## src/rtl/uart_wb_bridge.sv

```systemverilog
// Wishbone slave front-end for the UART register file.
// Accepts 8- or 32-bit Wishbone accesses. Inserts programmable wait states
// and error-terminates illegal accesses. Each legal access becomes a single
// one-cycle read or write strobe into the register block, with the register
// index and write byte latched.
module uart_wb_bridge #(
    parameter int WB_DATA_WIDTH  = 32,  // 8 or 32
    parameter int WB_ADDR_WIDTH  = 5,
    parameter int REG_ADDR_WIDTH = 3,
    parameter int WAIT_STATES    = 1,   // 0..15
    parameter int BIG_ENDIAN     = 0
) (
    input  logic                       wb_clk_i,
    input  logic                       wb_rst_i,
    input  logic [WB_ADDR_WIDTH-1:0]   wb_adr_i,
    input  logic [WB_DATA_WIDTH-1:0]   wb_dat_i,
    output logic [WB_DATA_WIDTH-1:0]   wb_dat_o,
    input  logic [WB_DATA_WIDTH/8-1:0] wb_sel_i,
    input  logic                       wb_we_i,
    input  logic                       wb_stb_i,
    input  logic                       wb_cyc_i,
    output logic                       wb_ack_o,
    output logic                       wb_err_o,
    output logic [REG_ADDR_WIDTH-1:0]  reg_adr_o,
    output logic [7:0]                 reg_dat_o,
    input  logic [7:0]                 reg_dat_i,
    output logic                       reg_we_o,
    output logic                       reg_re_o
);

    // Byte lane that carries the 8-bit register value on a wide bus.
    localparam int LANE      = (WB_DATA_WIDTH == 32 && BIG_ENDIAN != 0) ? 3 : 0;
    // A 32-bit bus addresses registers on word boundaries.
    localparam int IDX_SHIFT = (WB_DATA_WIDTH == 32) ? 2 : 0;

    typedef enum logic [2:0] {
        ST_IDLE,
        ST_WAIT,
        ST_STROBE,
        ST_ACK,
        ST_ERR
    } state_e;

    state_e                      state_q;
    logic [3:0]                  wait_cnt_q;
    logic                        we_q;
    logic [REG_ADDR_WIDTH-1:0]   reg_adr_q;
    logic [7:0]                  reg_dat_q;
    logic                        reg_we_q;
    logic                        reg_re_q;
    logic                        wb_ack_q;
    logic                        wb_err_q;
    logic [WB_DATA_WIDTH-1:0]    wb_dat_q;

    logic [REG_ADDR_WIDTH-1:0]   idx_d;
    logic [7:0]                  lane_byte_d;
    logic                        legal_d;
    logic [WB_DATA_WIDTH-1:0]    rd_data_d;

    // Only one byte lane and one select bit are meaningful; the rest of the
    // bus is folded here so it is visibly consumed.
    logic unused_ok;
    assign unused_ok = ^{wb_sel_i, wb_dat_i};

    // Decode the request presented on the bus: index, write byte, legality.
    always_comb begin
        // NOTE: every signal gets a default first, so no path can infer a latch.
        idx_d       = REG_ADDR_WIDTH'(wb_adr_i >> IDX_SHIFT);
        lane_byte_d = wb_dat_i[LANE*8 +: 8];
        legal_d     = ((wb_adr_i >> (REG_ADDR_WIDTH + IDX_SHIFT)) == '0);
        if (WB_DATA_WIDTH == 32) begin
            legal_d = legal_d && (wb_adr_i[1:0] == 2'b00) && wb_sel_i[LANE];
        end
        rd_data_d   = WB_DATA_WIDTH'(reg_dat_i) << (LANE * 8);
    end

    // Transaction FSM; every output is registered alongside the state change.
    always_ff @(posedge wb_clk_i or posedge wb_rst_i) begin
        if (wb_rst_i) begin
            state_q    <= ST_IDLE;
            wait_cnt_q <= '0;
            we_q       <= 1'b0;
            reg_adr_q  <= '0;
            reg_dat_q  <= '0;
            reg_we_q   <= 1'b0;
            reg_re_q   <= 1'b0;
            wb_ack_q   <= 1'b0;
            wb_err_q   <= 1'b0;
            wb_dat_q   <= '0;
        end else begin
            // NOTE: non-blocking assignments keep every register reading the
            // pre-edge values, independent of statement order.
            reg_we_q <= 1'b0;
            reg_re_q <= 1'b0;
            wb_ack_q <= 1'b0;
            wb_err_q <= 1'b0;
            case (state_q)
                ST_IDLE: begin
                    if (wb_cyc_i && wb_stb_i) begin
                        reg_adr_q <= idx_d;
                        reg_dat_q <= lane_byte_d;
                        we_q      <= wb_we_i;
                        if (!legal_d) begin
                            state_q  <= ST_ERR;
                            wb_err_q <= 1'b1;
                        end else if (WAIT_STATES == 0) begin
                            state_q  <= ST_STROBE;
                            reg_we_q <= wb_we_i;
                            reg_re_q <= !wb_we_i;
                        end else begin
                            state_q    <= ST_WAIT;
                            wait_cnt_q <= 4'(WAIT_STATES - 1);
                        end
                    end
                end
                ST_WAIT: begin
                    if (!wb_cyc_i) begin
                        // Master abandoned the cycle before anything was committed.
                        state_q <= ST_IDLE;
                    end else if (wait_cnt_q == 4'd0) begin
                        state_q  <= ST_STROBE;
                        reg_we_q <= we_q;
                        reg_re_q <= !we_q;
                    end else begin
                        wait_cnt_q <= wait_cnt_q - 4'd1;
                    end
                end
                ST_STROBE: begin
                    // Committed: acknowledge even if cyc has dropped meanwhile.
                    state_q  <= ST_ACK;
                    wb_ack_q <= 1'b1;
                    if (!we_q) begin
                        wb_dat_q <= rd_data_d;
                    end
                end
                ST_ACK:  state_q <= ST_IDLE;
                ST_ERR:  state_q <= ST_IDLE;
                default: state_q <= ST_IDLE;
            endcase
        end
    end

    assign wb_dat_o  = wb_dat_q;
    assign wb_ack_o  = wb_ack_q;
    assign wb_err_o  = wb_err_q;
    assign reg_adr_o = reg_adr_q;
    assign reg_dat_o = reg_dat_q;
    assign reg_we_o  = reg_we_q;
    assign reg_re_o  = reg_re_q;

endmodule
```

## config.mk

```make
export PLATFORM = sky130hd
export DESIGN_NAME = uart_wb_bridge
export DESIGN_NICKNAME = d
export VERILOG_FILES = /design/src/rtl/uart_wb_bridge.sv
export SDC_FILE = /design/constraint.sdc
export NUM_CORES = 1
export LEC_CHECK = 0
export BUFFER_PORTS_ARGS = -buffer_cell sky130_fd_sc_hd__clkbuf_2
export CAP_MARGIN = 10
export CORE_UTILIZATION = 25
export CTS_BUF_LIST = sky130_fd_sc_hd__clkbuf_8 sky130_fd_sc_hd__clkbuf_16
export CTS_CLUSTER_SIZE = 25
export DETAILED_ROUTE_END_ITERATION = 12
export PLACE_DENSITY_LB_ADDON = 0.1
export SLEW_MARGIN = 20
export SYNTH_ARGS = -nofsm -noshare
export SYNTH_HDL_FRONTEND = slang
export SYNTH_SLANG_ARGS = --single-unit
export TNS_END_PERCENT = 10
```

## constraint.sdc

```tcl
create_clock -name wb_clk_i -period 2.98 [get_ports wb_clk_i]
set_input_delay 0.447 -clock wb_clk_i [delete_from_list [all_inputs] [get_ports wb_clk_i]]
set_output_delay 0.447 -clock wb_clk_i [all_outputs]
set_load 0.1 [all_outputs]
```

## Word level (Yosys, flattened, before mapping)

Cells that the tools add are included.

| storage, ports and cells | value |
|---|---|
| register bits after elaboration | 31 |

| cells by class | value |
|---|---|
| muxes and demuxes | 20 |
| bitwise logic cells | 1 |
| equality and inequality tests | 7 |
| reductions and logical operators | 11 |
| add/sub/neg operators | 1 |

Operators by type and width:

| operator | number |
|---|---|
| 2-to-1 mux 4 bit | 4 |
| 2-to-1 mux 3 bit | 4 |
| 2-to-1 mux 1 bit | 10 |
| one-hot mux 3 bit (3 select lines) | 1 |
| != test 2 bit, second input constant | 4 |
| one-hot mux 4 bit (2 select lines) | 1 |
| AND reduction 2 bit | 3 |
| AND reduction 5 bit | 1 |
| zero test 4 bit | 1 |
| subtractor 4 x 1 -> 4 bit, second input constant | 1 |
| equality test 3 x 1 -> 1 bit, second input constant | 1 |
| equality test 3 x 2 -> 1 bit, second input constant | 1 |
| zero test 3 bit | 1 |
| != test 3 bit, second input constant | 1 |
| logical AND 1 bit | 2 |
| zero test 2 bit | 1 |
| nonzero test 2 bit | 1 |
| zero test 1 bit | 1 |
| inverter 1 bit | 1 |

## Logic depth before layout (Yosys ltp)

| logic depth | value |
|---|---|
| depth in word-level cells | 5 |
| depth in mapped cells | 6 |
| depth with buffers taken out | 6 |

## Worst setup path after synthesis

OpenSTA, ideal clock, no wires.

| timing path | value |
|---|---|
| path type | register -> register |
| start point | reg wait_cnt_q[0] |
| end point | reg wait_cnt_q[1] |
| clock period less this slack | 1.564 ns |
| arrival time | 1.437 ns |
| cell stages (with the launch flop) | 7 |
| buffers on the path | 0 |
| slack | 1.416 ns |
| cells stage by stage | dfrtp_1 inv_1 ha_1 or3b_1 nand3_2 nand2_1 mux2_1 |

| on the way | value |
|---|---|
| word-level cells in the longest chain between the ends | 4 |
| elaborated cells on any way between the ends | 7 |

Ends and longest elaborated chain:

| element | line | source |
|---|---|---|
| start, declared | 45 | `logic [3:0] wait_cnt_q;` |
| start signal, assigned | 112 | `wait_cnt_q <= 4'(WAIT_STATES - 1);` |
| start signal, assigned | 125 | `wait_cnt_q <= wait_cnt_q - 4'd1;` |
| subtractor 4 x 1 -> 4 bit | 125 |  |
| 2-to-1 mux 4 bit | 120 | `end else if (wait_cnt_q == 4'd0) begin` |
| 2-to-1 mux 4 bit | 117 | `if (!wb_cyc_i) begin` |
| one-hot mux 4 bit (2 select lines) | 97 | `case (state_q)` |

Parallel ways exist; a longest one is shown, timed or not. The select of a mux whose other input is x is not followed.
A chain may end at the register's enable or synchronous reset.

## Final worst setup path

| timing path | value |
|---|---|
| start point | reg state_q[0] |
| end point | reg wb_dat_q[7], in the netlist wb_dat_o[7] |

| on the way | value |
|---|---|
| word-level cells in the longest chain between the ends | 2 |

Ends and longest elaborated chain:

| element | line | source |
|---|---|---|
| start, declared | 44 | `state_e state_q;` |
| start signal, assigned | 80 | `state_q <= ST_IDLE;` |
| start signal, assigned | 104 | `state_q <= ST_ERR;` |
| start signal, assigned | 107 | `state_q <= ST_STROBE;` |
| equality test 3 x 2 -> 1 bit | 97 |  |
| AND reduction 2 bit (no line) | -- |  |
| end signal, assigned | 133 | `wb_dat_q <= rd_data_d;` |
| end, declared | 53 | `logic [WB_DATA_WIDTH-1:0] wb_dat_q;` |

No other way between the ends.

==> impl_metrics.toml <==
[timing]
hold_violations = 0
finalSetupTns_ps = 0
rsz0062_at_grt = "false"
fin_crit_sh_pct = 63.10
hold_slack_ps = 223.5
setup_slack_ps = 1100
setup_viol = 0
worst_pin_slew_ps = 652.1
drv_slew = 0
skew_ps = 4.753
max_freq_ghz = 0.5318
min_period_ps = 1880
maxSlewHeadroom_pct = 56.44

[synth]
synth-edff-count = 0
ys.flop_type = "dfrtp_1"
synth.distinct_cells = 28
syn_inst = 119
syn_area_um2 = 1476
syn-mean-instance-area_um2 = 12.41
synth_most_common_cell = "dfrtp_1"
ys_ff_latch = 31
synth.top_cells.by_count = "dfrtp_1 (31), buf_4 (26), mux2_2 (12)"
yosys.area.top_type = "dfrtp_1"
synth_warnings = 0
synthArstFlopShare_pct = 100.0
synth_area_leaders = "dfrtp_1 (53%), buf_4 (13%), mux2_2 (9.2%)"
synth_seq_area_share_pct = 52.54
synth_top_area_share_pct = 52.54

[grt]
grt_usage_pct = 9.742
grt.overflow.total = 0
grt_max_degree = 32
grt_pass1_vias = 1014
antenna_found_initial = 0
grt_pass1_wl_um = 4554

[placement]
dp_hpwl_um = 2064
dp_slack_ps = 1112
portBuffers = 49
gp_congestion = 0.7087

[floorplan]
coreArea_um2 = 5608
die_w_um = 78.85
rows = 27
io_pins = 101
die_h_um = 78.85
dieArea_um2 = 6217
start_util_pct = 26.33

[critical_path]
slowest_delay_ps = 540
rr_worst_depth = 4
worstPathRequired_ps = 3140
crit_path_cell_trace = "nor2_1 > and2_1 > nor2b_1 > mux2_1"
r2r_end = "wb_dat_o[7]"
r2r_start = "state_q[0]"
end_kind = "register"
startpoint_type = "register"
r2r_slack_ps = 1100
cp_slowest_cell = "nor2b_1"
arrival_ps = 2040
worstSetupPathType = "reg2reg"
cp-startpoint = "state_q[0]"
worstPathMaxFanout = 8

[detailed_routing]
vias_per_cell = 4.045
detail-route-antenna-nets = 0
num_vias = 995
drcViolationCount = 0
wl_per_cell_um = 11.14
drt_iter0_drc = 18
wl_um = 2740
first_pass_iters = 4

[outcome]
status = "completed"

[clock_tree]
ctsResizeCount = 0
hold_buffers = 0
cts_sinks = 31
cts_tree = "done"
numCtsBuffers = 5
worstSkewPairLatency_ps = 280
root_buffer = "clkbuf_8"
cts_max_level = 2
clock_path_buffers = 2
cts.clk_slew.worst_paths_ps = 60
postCtsSetupBuffers = 0

[finish]
nets = 229
fin_util_pct = 32.28
areaGrowthSynthToFinish_pct = 22.63
diodes = 0
drive_above_1_share_pct = 43.10

[hold_path]
hold_class = "in2async"

[flow_run]
drv_cap = 0
[layout by cell type, fill, tap and decap left out]
cell,instances
or3b_1,1
and2b_2,2
o31ai_1,1
nand2_1,2
nor2b_1,2
mux2_2,12
clkbuf_8,7
nand3_1,4
ha_1,2
o2bb2ai_1,1
nand4_1,1
nand4b_1,1
a21oi_1,1
conb_1,24
inv_1,5
mux2_1,9
buf_4,1
clkbuf_2,49
nor3b_1,1
or3b_4,1
and3_1,1
and2_1,1
dfrtp_1,31
a2111o_1,1
a31oi_1,1
nand3_2,2
mux2i_1,1
nor3b_2,1
o21ai_0,1
nor2_1,7
[flip-flops by register name, summed over array words and instances (netlist names)]
register / cells
reg_dat_o: 8
wb_dat_o: 8
wait_cnt_q: 4
reg_adr_o: 3
state_q: 3
reg_re_o: 1
reg_we_o: 1
wb_ack_o: 1
wb_err_o: 1
we_q: 1
[through the flow]
stage / std cells / cell area [um2]
global route: 246 / 1810
finish: 246 / 1810
detailed placement: 238 / 1710
global placement: 238 / 1710
floorplan: 142 / 1563
CTS: 246 / 1810
[worst max-delay path, delay by kind of cell, from the launching register on]
kind | cells | cell delay (ps)
mux | 1 | 390
flops | 1 | 430
simple gates | 3 | 940
[area by class of cell]
| cell class | instances | area (um2) |
|---|---|---|
| tap | 72 | 90.09 |
| clock buffer | 7 | 96.34 |
| multi-input combinational | 81 | 576.8 |
| sequential | 31 | 775.7 |
| timing repair buffer | 50 | 252.7 |
| fill | 587 | 3797 |
| inverter | 4 | 15.01 |
| clock inverter | 1 | 3.754 |
[logic make-up after synthesis]
family          Yosys count  share of synthesized area (%)
buf+inv                  30                          14.24
simple gates             27                          11.61
flops                    31                          52.54
other cells               1                         0.2540
compound gates            6                          2.966
mux                      22                          16.70
fa+ha+maj                 2                          1.695
[per-layer routing]
metal	share of wire, %	wire length [um]	vias up	GRT usage (%)
met4	3.6	99	0	8.182
met5	0	0	-	0
li1	-	-	461	-
met1	40	1094	477	11.05
met3	6.9	189	8	1.494
met2	49	1356	49	16.09
[worst max-delay path by stage]
stage                               end  slack, ps  depth (start not counted)
final                       wb_dat_o[7]       1100                          4
after global routing        wb_dat_o[7]        920                          4
after CTS                   wb_dat_o[7]       1080                          4
after detailed placement    wb_dat_o[7]       1110                          4
after global placement      wb_dat_o[7]       1110                          4
after floorplan           wait_cnt_q[1]       1420                          6
Power is not shown: default switching activity piles up to over one toggle a cycle in this logic, so the estimate is an artifact.
